`config.mk`:
```
export PLATFORM = sky130hd
export DESIGN_NAME = ltssm_timer_arbiter
export DESIGN_NICKNAME = d
export VERILOG_FILES = /design/src/rtl/ltssm_timer_arbiter.sv
export SDC_FILE = /design/constraint.sdc
export NUM_CORES = 1
export LEC_CHECK = 0
export ABC_AREA = 1
export CORE_MARGIN = 2
export CORE_UTILIZATION = 34
export DETAILED_ROUTE_END_ITERATION = 8
export SYNTH_ARGS = -nofsm -noshare
export SYNTH_HDL_FRONTEND = slang
export SYNTH_SLANG_ARGS = --single-unit
```
`constraint.sdc`:
```
create_clock -name clk -period 2.08 [get_ports clk]
set_input_delay 0.416 -clock clk [delete_from_list [all_inputs] [get_ports clk]]
set_output_delay 0.416 -clock clk [all_outputs]
set_load 0.005 [all_outputs]
```
`src/rtl/ltssm_timer_arbiter.sv`:
```
// ltssm_timer_arbiter: one millisecond timeout timer shared by the RX and TX
// LTSSM masters. The block arbitrates between them round-robin, runs a
// prescaled ms counter for the current owner, and flags expiry only to that owner.
//
// Handshake: reqX is a level request and grantX is a level acknowledgement.
// The master raises reqX and holds it for as long as it wants the timer.
// grantX rises one cycle after reqX is first sampled (when the timer is free).
// grantX stays high until the master drops reqX; it falls the cycle after that.
// There is no preemption. While one master owns the timer, every input from
// the other master is ignored, and its request stays pending.
`timescale 1ns/1ps
module ltssm_timer_arbiter #(
  parameter int CLK_PER_MS = 16
) (
  input  logic       clk,
  input  logic       reset,
  input  logic       reqRx,
  input  logic [5:0] setTimerRx,
  input  logic       restartRx,
  input  logic       reqTx,
  input  logic [5:0] setTimerTx,
  input  logic       restartTx,
  output logic       grantRx,
  output logic       grantTx,
  output logic       timeOutRx,
  output logic       timeOutTx,
  output logic [5:0] elapsedMs,
  output logic       busy,
  output logic [1:0] dbgState
);

  localparam int PW = (CLK_PER_MS > 1) ? $clog2(CLK_PER_MS) : 1;
  localparam logic [PW-1:0] PRE_MAX = PW'(CLK_PER_MS - 1);
  localparam logic OWN_RX = 1'b0;
  localparam logic OWN_TX = 1'b1;

  typedef enum logic [1:0] {
    IDLE    = 2'd0,
    RUN     = 2'd1,
    EXPIRED = 2'd2
  } stateT;

  stateT         state, stateNext;
  logic          owner, ownerNext;
  logic          lastOwner, lastOwnerNext;
  logic [5:0]    duration, durationNext;
  logic [PW-1:0] prescaler, prescalerNext;
  logic [5:0]    msCount, msCountNext;
  logic          ownerReq;
  logic          ownerRestart;
  logic [5:0]    msInc;

  assign ownerReq     = (owner == OWN_TX) ? reqTx : reqRx;
  assign ownerRestart = (owner == OWN_TX) ? restartTx : restartRx;
  assign msInc        = msCount + 6'd1;

  // Next-state, arbitration and counter logic; the default is to hold every register
  always_comb begin
    stateNext     = state;
    ownerNext     = owner;
    lastOwnerNext = lastOwner;
    durationNext  = duration;
    prescalerNext = prescaler;
    msCountNext   = msCount;
    case (state)
      IDLE: begin
        if (reqRx || reqTx) begin
          // When both masters request, the one that did not own the timer last time wins
          ownerNext     = (reqRx && reqTx) ? ~lastOwner : reqTx;
          lastOwnerNext = ownerNext;
          durationNext  = (ownerNext == OWN_TX) ? setTimerTx : setTimerRx;
          prescalerNext = '0;
          msCountNext   = '0;
          stateNext     = RUN;
        end
      end
      RUN: begin
        if (!ownerReq) begin
          // A release takes priority over a restart or an expiry on the same edge
          stateNext     = IDLE;
          prescalerNext = '0;
          msCountNext   = '0;
        end else if (ownerRestart) begin
          prescalerNext = '0;
          msCountNext   = '0;
        end else if (duration == 6'd0) begin
          stateNext = EXPIRED;
        end else if (prescaler == PRE_MAX) begin
          prescalerNext = '0;
          msCountNext   = msInc;
          if (msInc == duration) stateNext = EXPIRED;
        end else begin
          prescalerNext = prescaler + PW'(1);
        end
      end
      EXPIRED: begin
        // Counters stay frozen here, so msCount still equals duration
        if (!ownerReq) begin
          stateNext     = IDLE;
          prescalerNext = '0;
          msCountNext   = '0;
        end else if (ownerRestart) begin
          stateNext     = RUN;
          prescalerNext = '0;
          msCountNext   = '0;
        end
      end
      default: begin
        stateNext     = IDLE;
        prescalerNext = '0;
        msCountNext   = '0;
      end
    endcase
  end

  // State and datapath registers; lastOwner resets to TX so RX wins the first contention
  always_ff @(posedge clk or posedge reset) begin
    if (reset) begin
      state     <= IDLE;
      owner     <= OWN_RX;
      lastOwner <= OWN_TX;
      duration  <= '0;
      prescaler <= '0;
      msCount   <= '0;
    end else begin
      state     <= stateNext;
      owner     <= ownerNext;
      lastOwner <= lastOwnerNext;
      duration  <= durationNext;
      prescaler <= prescalerNext;
      msCount   <= msCountNext;
    end
  end

  // Outputs decode registered state only, so an async reset clears them immediately
  always_comb begin
    busy      = (state != IDLE);
    grantRx   = busy && (owner == OWN_RX);
    grantTx   = busy && (owner == OWN_TX);
    timeOutRx = (state == EXPIRED) && (owner == OWN_RX);
    timeOutTx = (state == EXPIRED) && (owner == OWN_TX);
    elapsedMs = msCount;
    dbgState  = state;
  end

endmodule

```
==> results of run 1 <==
[Yosys cell counts, drive strengths merged]
cell type / instances
nand2: 50
inv: 27
nor2: 23
dfrtp: 19
o21ai: 17
nand3: 13
a21oi: 6
nand4: 5
o22ai: 5
nor3: 3
buf: 2
ha: 2
a31oi: 1
clkinv: 1
dfstp: 1
o21bai: 1
xnor2: 1
[worst reg2reg max path: stages, from the launching register on]
cell	delay [ns]
dfrtp_1	0.43
ha_1	0.30
inv_1	0.09
nand2_1	0.06
nand2_1	0.05
nand2_1	0.04
nor2_1	0.11
nand2_1	0.06
nor2_1	0.08
nand3_1	0.09
nand2_1	0.11
nand2_1	0.06
nand2_1	0.05
nand2_1	0.05
[kinds of logic after synthesis]
family | after synthesis | synth area share
AO/OA/AOI/OAI | 30 | 0.1412
XOR/XNOR | 1 | 0.006636
flip-flops | 20 | 0.3801
buffers and inverters | 30 | 0.09383
AND/OR/NAND/NOR | 94 | 0.3592
adder cells (fa/ha/maj) | 2 | 0.01895
[report_power, final]
| group | leakage [µW] | internal [µW] | switching, µW |
|---|---|---|---|
| Sequential | 0.000257 | 515 | 100 |
| Clock | 0.0000288 | 168 | 126 |
| Combinational | 0.000495 | 417 | 522 |
| Total | 0.000781 | 1100 | 748 |
[layout make-up]
cell class | count | area [µm²]
fill | 381 | 1922
multi-input combinational | 127 | 699.4
sequential | 20 | 503.0
timing repair buffer | 35 | 337.8
inverter | 28 | 111.4
tap | 48 | 60.06
clock buffer | 4 | 55.05
[sequential cells by signal, indices dropped and copies added (netlist names)]
register / count
lastOwner: 1
prescaler: 4
dbgState: 2
elapsedMs: 6
duration: 6
owner: 1
[timing repair]
action	in CTS	in global routing
setup endpoints to repair	0	5
resized for setup	0	3
hold buffers	0	0
[worst max path at each step]
stage	end	cells after the start	startpoint
global placement	prescaler[3]$_DFFE_PP0P_	14	reqTx
floorplan	dbgState[0]$_DFFE_PP0P_	13	elapsedMs[0]$_DFFE_PP0P_
global route	timeOutTx	5	dbgState[1]$_DFFE_PP0P_
finish	timeOutTx	4	dbgState[0]$_DFFE_PP0P_
CTS	busy	3	dbgState[0]$_DFFE_PP0P_
detailed placement	prescaler[3]$_DFFE_PP0P_	14	reqTx
[layer usage]
metal / wire length [µm] / track usage
met5: 0 / 0
met4: 36 / 0.05357
met3: 149 / 0.02726
met2: 1076 / 0.1988
met1: 1377 / 0.2021
[metrics by stage]
step / area [µm²] / instances / setup slack [ns] / hold slack, ns
finish: 1767 / 262 / 0.1286 / 0.3751
global route: 1767 / 262 / 0.001851 / 0.3891
CTS: 1760 / 262 / 0.01265 / 0.3732
detailed placement: 1705 / 258 / 0.09990 / 0.4859
global placement: 1705 / 258 / 0.1188 / 0.4771
floorplan: 1320 / 177 / 0.4996 / 0.3791
==> impl_metrics.tcl, run 1 <==
set metrics [dict create \
    peakVddDrop_uv 604.6 \
    cellLeakagePower_uw 0.0007808 \
    powerDensity_nw_per_um2 1046 \
    tritoncts "done" \
    grt_pass1_wl_mm 4.671 \
    maxSlewViolCount 0 \
    dieArea_um2 4397 \
    worst_ep_required_time_ns 1.66 \
    mostFrequentLayoutCell "nand2_1" \
    maxCapViolations 0 \
    syn_inst 177 \
    syn-cell-area_um2 1320 \
    synth_warnings 0 \
    synthDistinctLibCells 31 \
    fin_util 0.4790 \
    drtIter0Drc 30 \
    fmax_mhz 512.5 \
    setup_viol 0 \
    num_io_pins 31 \
    period_needed_ns 1.951 \
    dp_hpwl_mm 2.150 \
    cp-start-kind "flop" \
    antenna_found_initial 0 \
    cp_slowest_cell "clkdlybuf4s50_1" \
    area_growth_pct 33.84 \
    final_cell_mix "42 x nand2_1, 30 x clkdlybuf4s50_1, 23 x inv_1, 18 x dfrtp_1, 17 x nor2_1" \
    final.period_utilization 0.9382 \
    clock_latency_ns 0.25 \
    grt_pass1_vias 1054 \
    p_total_uw 1848 \
    dr.pass1.iters 4 \
    cts-root-buf "clkbuf_8" \
    grt_max_degree 15 \
    yosys.area.top_type_share 0.3602 \
    slowest_delay_ns 0.51 \
    path_max_fanout 5 \
    vias 1153 \
    worst_clock_skew_ns 0.001903 \
    fp-row-count 22 \
    reg2reg_from "elapsedMs[1]$_DFFE_PP0P_" \
    drt-total-wl_mm 2.640 \
    clk_path_buf_depth 2 \
    synth_area_leaders "dfrtp_1 36%, nand2_1 12%, inv_1 6.5%" \
    regToRegEndpoint "dbgState[0]$_DFFE_PP0P_" \
    yosys.area.top_type "dfrtp_1" \
    post-cts-setup-buffers 0 \
    drc 0 \
    ys_ff_latch 20 \
    r2r_slack_ns 0.40 \
    fin_tns_setup_ns 0 \
    grt_overflow_total 0 \
    rsz0062_at_grt "false" \
    cp_cell_sequence "nor2_2, inv_1, nor2_1, clkdlybuf4s50_1" \
    outcome "completed" \
    start_util 0.3579 \
    vias_per_cell 4.401 \
    critPathTopFamily "buffers and inverters" \
    r2r_cells 13 \
    die_h_um 66.31 \
    critPathKind "reg2out" \
    hold_class "in2async" \
    h-tree-depth 1 \
    worst-path-buf-inv 2 \
    arrival_ns 1.54 \
    syn_avg_cell_area_um2 7.458 \
    place_congestion 0.7914 \
    drive_gt1_frac 0.1869 \
    port_buffers 30 \
    max_slew_margin 0.6711 \
    yosysSeqAreaShare 0.3801 \
    die_width_um 66.31 \
    nNetsFinal 235 \
    clkTransAtPathRegs_ns 0.07 \
    detail_route.wl_per_cell_um 10.08 \
    worst_slew_pin_slew_ns 0.4934 \
    hold_violations 0 \
    synth_nets 197 \
    cts_made_buffers 3 \
    track_usage 0.1384 \
    crit_path_end_kind "output pin" \
    postRouteAntennaNets 0 \
    cts.sinks 20 \
    core_area_um2 3689 \
    diodes 0 \
]
(Power assumes the default switching activity.)
==> inputs of run 2 (changes only) <==
--- a/config.mk
+++ b/config.mk
@@ -9,6 +9,7 @@
 export CORE_MARGIN = 2
 export CORE_UTILIZATION = 34
 export DETAILED_ROUTE_END_ITERATION = 8
+export SETUP_SLACK_MARGIN = 0.4
 export SYNTH_ARGS = -nofsm -noshare
 export SYNTH_HDL_FRONTEND = slang
 export SYNTH_SLANG_ARGS = --single-unit
==> impl_metrics.tcl, run 2 (synthesized netlist as in run 1, its figures left out) <==
set metrics [dict create \
    die_h_um 66.31 \
    reg2reg_from "owner$_DFFE_PP0P_" \
    cp_cell_sequence "nor2_4, buf_4, nor2_1, dlygate4sd2_1" \
    place_inst 258 \
    setup_viol 0 \
    hold_class "in2async" \
    worst_slew_pin_slew_ns 0.4996 \
    fp-row-count 22 \
    powerDensity_nw_per_um2 1082 \
    cp_slowest_cell "dfrtp_2" \
    fin_tns_setup_ns 0 \
    cts.sinks 20 \
    drt-total-wl_mm 2.944 \
    final.period_utilization 0.8013 \
    critPathTopFamily "flip-flops" \
    maxSlewViolCount 0 \
    peakVddDrop_uv 617.4 \
    dr.pass1.iters 4 \
    core_area_um2 3689 \
    die_width_um 66.31 \
    clock_latency_ns 0.26 \
    max_slew_margin 0.6669 \
    grt_pass1_vias 1093 \
    port_buffers 30 \
    final_cell_mix "37 x nand2_1, 22 x clkdlybuf4s50_1, 21 x inv_1, 18 x buf_4, 17 x nor2_1" \
    start_util 0.3579 \
    nNetsFinal 251 \
    cts-root-buf "clkbuf_8" \
    cellLeakagePower_uw 0.0009294 \
    fmax_mhz 600.0 \
    slowest_delay_ns 0.44 \
    crit_path_end_kind "output pin" \
    detail_route.wl_per_cell_um 10.59 \
    r2r_slack_ns 0.48 \
    instances_no_fill 278 \
    regToRegEndpoint "prescaler[3]$_DFFE_PP0P_" \
    dp_hpwl_mm 2.150 \
    clk_path_buf_depth 2 \
    vias 1265 \
    dieArea_um2 4397 \
    grt_pass1_wl_mm 4.802 \
    clkTransAtPathRegs_ns 0.08 \
    postRouteAntennaNets 0 \
    drtIter0Drc 37 \
    arrival_ns 1.25 \
    h-tree-depth 1 \
    rsz0062_at_grt "true" \
    maxCapViolations 0 \
    startpoint "dbgState[0]$_DFFE_PP0P_" \
    path_max_fanout 4 \
    area_growth_pct 50.14 \
    period_needed_ns 1.667 \
    worst_clock_skew_ns 0.002430 \
    hold_violations 0 \
    cts_hold_buf 0 \
    track_usage 0.1423 \
    cp-start-kind "flop" \
    r2r_cells 10 \
    vias_per_cell 4.550 \
    drive_gt1_frac 0.3261 \
    grt_max_degree 15 \
    tritoncts "done" \
    antenna_found_initial 0 \
    num_io_pins 31 \
    place_congestion 0.7914 \
    cts_made_buffers 3 \
    diodes 0 \
    worst_ep_required_time_ns 1.66 \
    endpoint "grantRx" \
    critPathKind "reg2out" \
    mostFrequentLayoutCell "nand2_1" \
    crit_cells 4 \
    drc 0 \
    grt_overflow_total 0 \
    worst-path-buf-inv 2 \
    outcome "completed" \
]
## run 2: worst min path at each step
stage,to,cells after the start,slack [ns]
2_1_floorplan,dbgState[0]$_DFFE_PP0P_,1,0.38
3_3_place_gp,lastOwner$_DFFE_PP1P_,2,0.48
3_5_place_dp,lastOwner$_DFFE_PP1P_,2,0.49
4_1_cts,elapsedMs[0]$_DFFE_PP0P_,2,0.37
5_1_grt,elapsedMs[0]$_DFFE_PP0P_,2,0.39
6_report,elapsedMs[0]$_DFFE_PP0P_,2,0.37
## run 2: cell type report
cell class	instances	area (µm²)
Clock buffer	4	55.05
Timing Repair Buffer	51	466.7
Sequential cell	20	509.2
Multi-Input combinational cell	127	774.5
Tap cell	48	60.06
Inverter	28	116.4
Fill cell	352	1707
## run 2: repair_timing
action	in CTS	in global routing
gates resized for setup	16	29
setup endpoints to repair	16	24
pin swaps	1	12
buffers inserted	7	9
## run 2: metal layers
layer / vias up / routed length, µm / global-route usage
li1: 681 / - / -
met1: 552 / 1426 / 0.2051
met2: 28 / 1358 / 0.2088
met3: 4 / 121 / 0.02726
met4: 0 / 38 / 0.05357
met5: - / 0 / 0
## run 2: power by group
part	leakage, µW	switching [µW]	internal (µW)
Sequential	0.000250	98.4	518
Clock	0.0000288	131	168
Combinational	0.000651	634	594
## run 2: through the flow
stage                     cell area [µm²]  total power (µW)  setup slack, ns  hold WS, ns  utilization
after floorplan                      1320              1245           0.4996       0.3791            -
after global placement               1705              1565           0.1188       0.4771       0.4623
after detailed placement             1705              1562          0.09990       0.4859       0.4623
after CTS                            1832              1966           0.2576       0.3731       0.4966
after global routing                 1982              2320           0.3378       0.3884       0.5373
final                                1982              2144           0.4132       0.3690       0.5373
==> inputs of run 3 (changes only) <==
==> constraint.sdc (replaced) <==
create_clock -name clk -period 1.5 [get_ports clk]
set_input_delay 0.3 -clock clk [delete_from_list [all_inputs] [get_ports clk]]
set_output_delay 0.3 -clock clk [all_outputs]
set_load 0.005 [all_outputs]
==> impl_metrics.tcl, run 3 (synthesized netlist as in run 1, its figures left out) <==
set metrics [dict create \
    place_congestion 0.8112 \
    grt_pass1_wl_mm 6.506 \
    vias 1463 \
    critPathKind "reg2reg" \
    postRouteAntennaNets 0 \
    hold_violations 0 \
    area_growth_pct 87.49 \
    cts.sinks 20 \
    power.switching_uw 1562 \
    drc 0 \
    drt-total-wl_mm 3.873 \
    fp-row-count 22 \
    crit_path_end_kind "flop" \
    die_h_um 66.31 \
    tritoncts "done" \
    final_area_um2 2475 \
    port_buffers 30 \
    grt_overflow_total 0 \
    diodes 0 \
    core_area_um2 3689 \
    fin_util 0.6710 \
    p_clk_frac 0.099 \
    cellLeakagePower_uw 0.001131 \
    instances_no_fill 316 \
    max_slew_margin 0.6949 \
    period_needed_ns 1.621 \
    share_comb_of_total_power 0.672 \
    hold_class "in2async" \
    vias_per_cell 4.630 \
    fill_cells 303 \
    antenna_found_initial 0 \
    rsz0062_at_grt "true" \
    fin_tns_setup_ns -0.7588 \
    pwr-share-seq 0.228 \
    place_area_um2 1923 \
    mostFrequentLayoutCell "buf_4" \
    cts-root-buf "clkbuf_8" \
    arrival_ns 1.82 \
    grt_pass1_vias 1473 \
    post-place-ws_ns -0.3146 \
    fmax_mhz 616.8 \
    worst_slew_pin_slew_ns 0.4541 \
    powerDensity_nw_per_um2 1566 \
    start_util 0.3579 \
    place_inst 281 \
    detail_route.wl_per_cell_um 12.26 \
    dp_hpwl_mm 2.390 \
    h-tree-depth 1 \
    worst_ep_required_time_ns 1.70 \
    dr.pass1.iters 4 \
    drive_gt1_frac 0.5896 \
    clk_path_buf_depth 2 \
    clkTransAtPathRegs_ns 0.08 \
    final.period_utilization 1.081 \
    cp-start-kind "flop" \
    setup_ws_ns -0.1212 \
    worst_clock_skew_ns 0.0005369 \
    track_usage 0.1901 \
    die_width_um 66.31 \
    nNetsFinal 289 \
    maxSlewViolCount 0 \
    clock_latency_ns 0.26 \
    path_max_fanout 3 \
    setup_viol 18 \
    cts_made_buffers 3 \
    p_int_uw 2315 \
    switching_share 0.4030 \
    maxCapViolations 0 \
    num_io_pins 31 \
    violations "setup timing" \
    outcome "complete, but fails checks" \
    dieArea_um2 4397 \
    peakVddDrop_uv 1002 \
    drtIter0Drc 44 \
    final_cell_mix "39 x buf_4, 27 x nand2_1, 25 x buf_6, 19 x inv_1, 18 x nand2_2" \
    cts_hold_buf 0 \
    grt_max_degree 21 \
]
run 3: power groups by stage:
stage	logic, µW	clock network, µW	registers, µW
after global routing	2820	415	909
after detailed placement	1670	0	859
after CTS	2310	393	871
after global placement	1660	0	854
final	2610	385	885
after floorplan	912	0	862
run 3: final cells by class:
type / instances / area, µm² / share of cell area
multi-input cells: 127 / 902.1 / 0.3645
repair buffers: 89 / 833.3 / 0.3367
flip-flops and latches: 20 / 509.2 / 0.2058
inverters: 28 / 125.1 / 0.05056
well taps: 48 / 60.06 / 0.02427
clock buffers: 4 / 45.04 / 0.01820
run 3: critical path: stages, from the launching register on:
cell     delay [ns]
dfrtp_2        0.44
ha_4           0.25
inv_2          0.05
nand2_1        0.05
nand2_1        0.05
nand2_1        0.04
nor2_1         0.10
nand2_1        0.06
nor2_1         0.12
nand3_2        0.10
nand2_2        0.10
nand3_1        0.11
nand2_2        0.09
run 3: path summary, 6_finish.rpt:
| check | start | to | slack, ns | cells past startpoint |
|---|---|---|---|---|
| max | elapsedMs[0]$_DFFE_PP0P_ | dbgState[0]$_DFFE_PP0P_ | -0.12 | 12 |
| min | reset | elapsedMs[1]$_DFFE_PP0P_ | 0.37 | 3 |
| max reg2reg | elapsedMs[0]$_DFFE_PP0P_ | dbgState[0]$_DFFE_PP0P_ | -0.12 | 12 |
| min reg2reg | lastOwner$_DFFE_PP1P_ | lastOwner$_DFFE_PP1P_ | 0.51 | 2 |
| max in group asynchronous | reset | lastOwner$_DFFE_PP1P_ | 0.86 | 3 |
| min in group clk | lastOwner$_DFFE_PP1P_ | lastOwner$_DFFE_PP1P_ | 0.51 | 2 |
run 3: stage by stage:
stage / power [µW] / hold WS (ns)
2_1_floorplan: 1773 / 0.2629
3_3_place_gp: 2511 / 0.4758
3_5_place_dp: 2534 / 0.4790
4_1_cts: 3571 / 0.3726
5_1_grt: 4140 / 0.4065
6_report: 3877 / 0.3676
run 3: metal layers:
| layer | wire length (µm) | GRT usage | share of wire |
|---|---|---|---|
| met1 | 1731 | 0.2513 | 0.45 |
| met4 | 49 | 0.04847 | 0.013 |
| met5 | 0 | 0 | 0 |
| met2 | 1947 | 0.3263 | 0.50 |
| met3 | 144 | 0.02385 | 0.037 |
run 3: what timing repair did:
action / CTS / global route
hold endpoints to repair: 0 / 0
resized for setup: 122 / 25
setup buffers: 25 / 5
endpoints found under the setup margin: 33 / 32
pin swaps: 15 / 16
cloned: 1 / 0
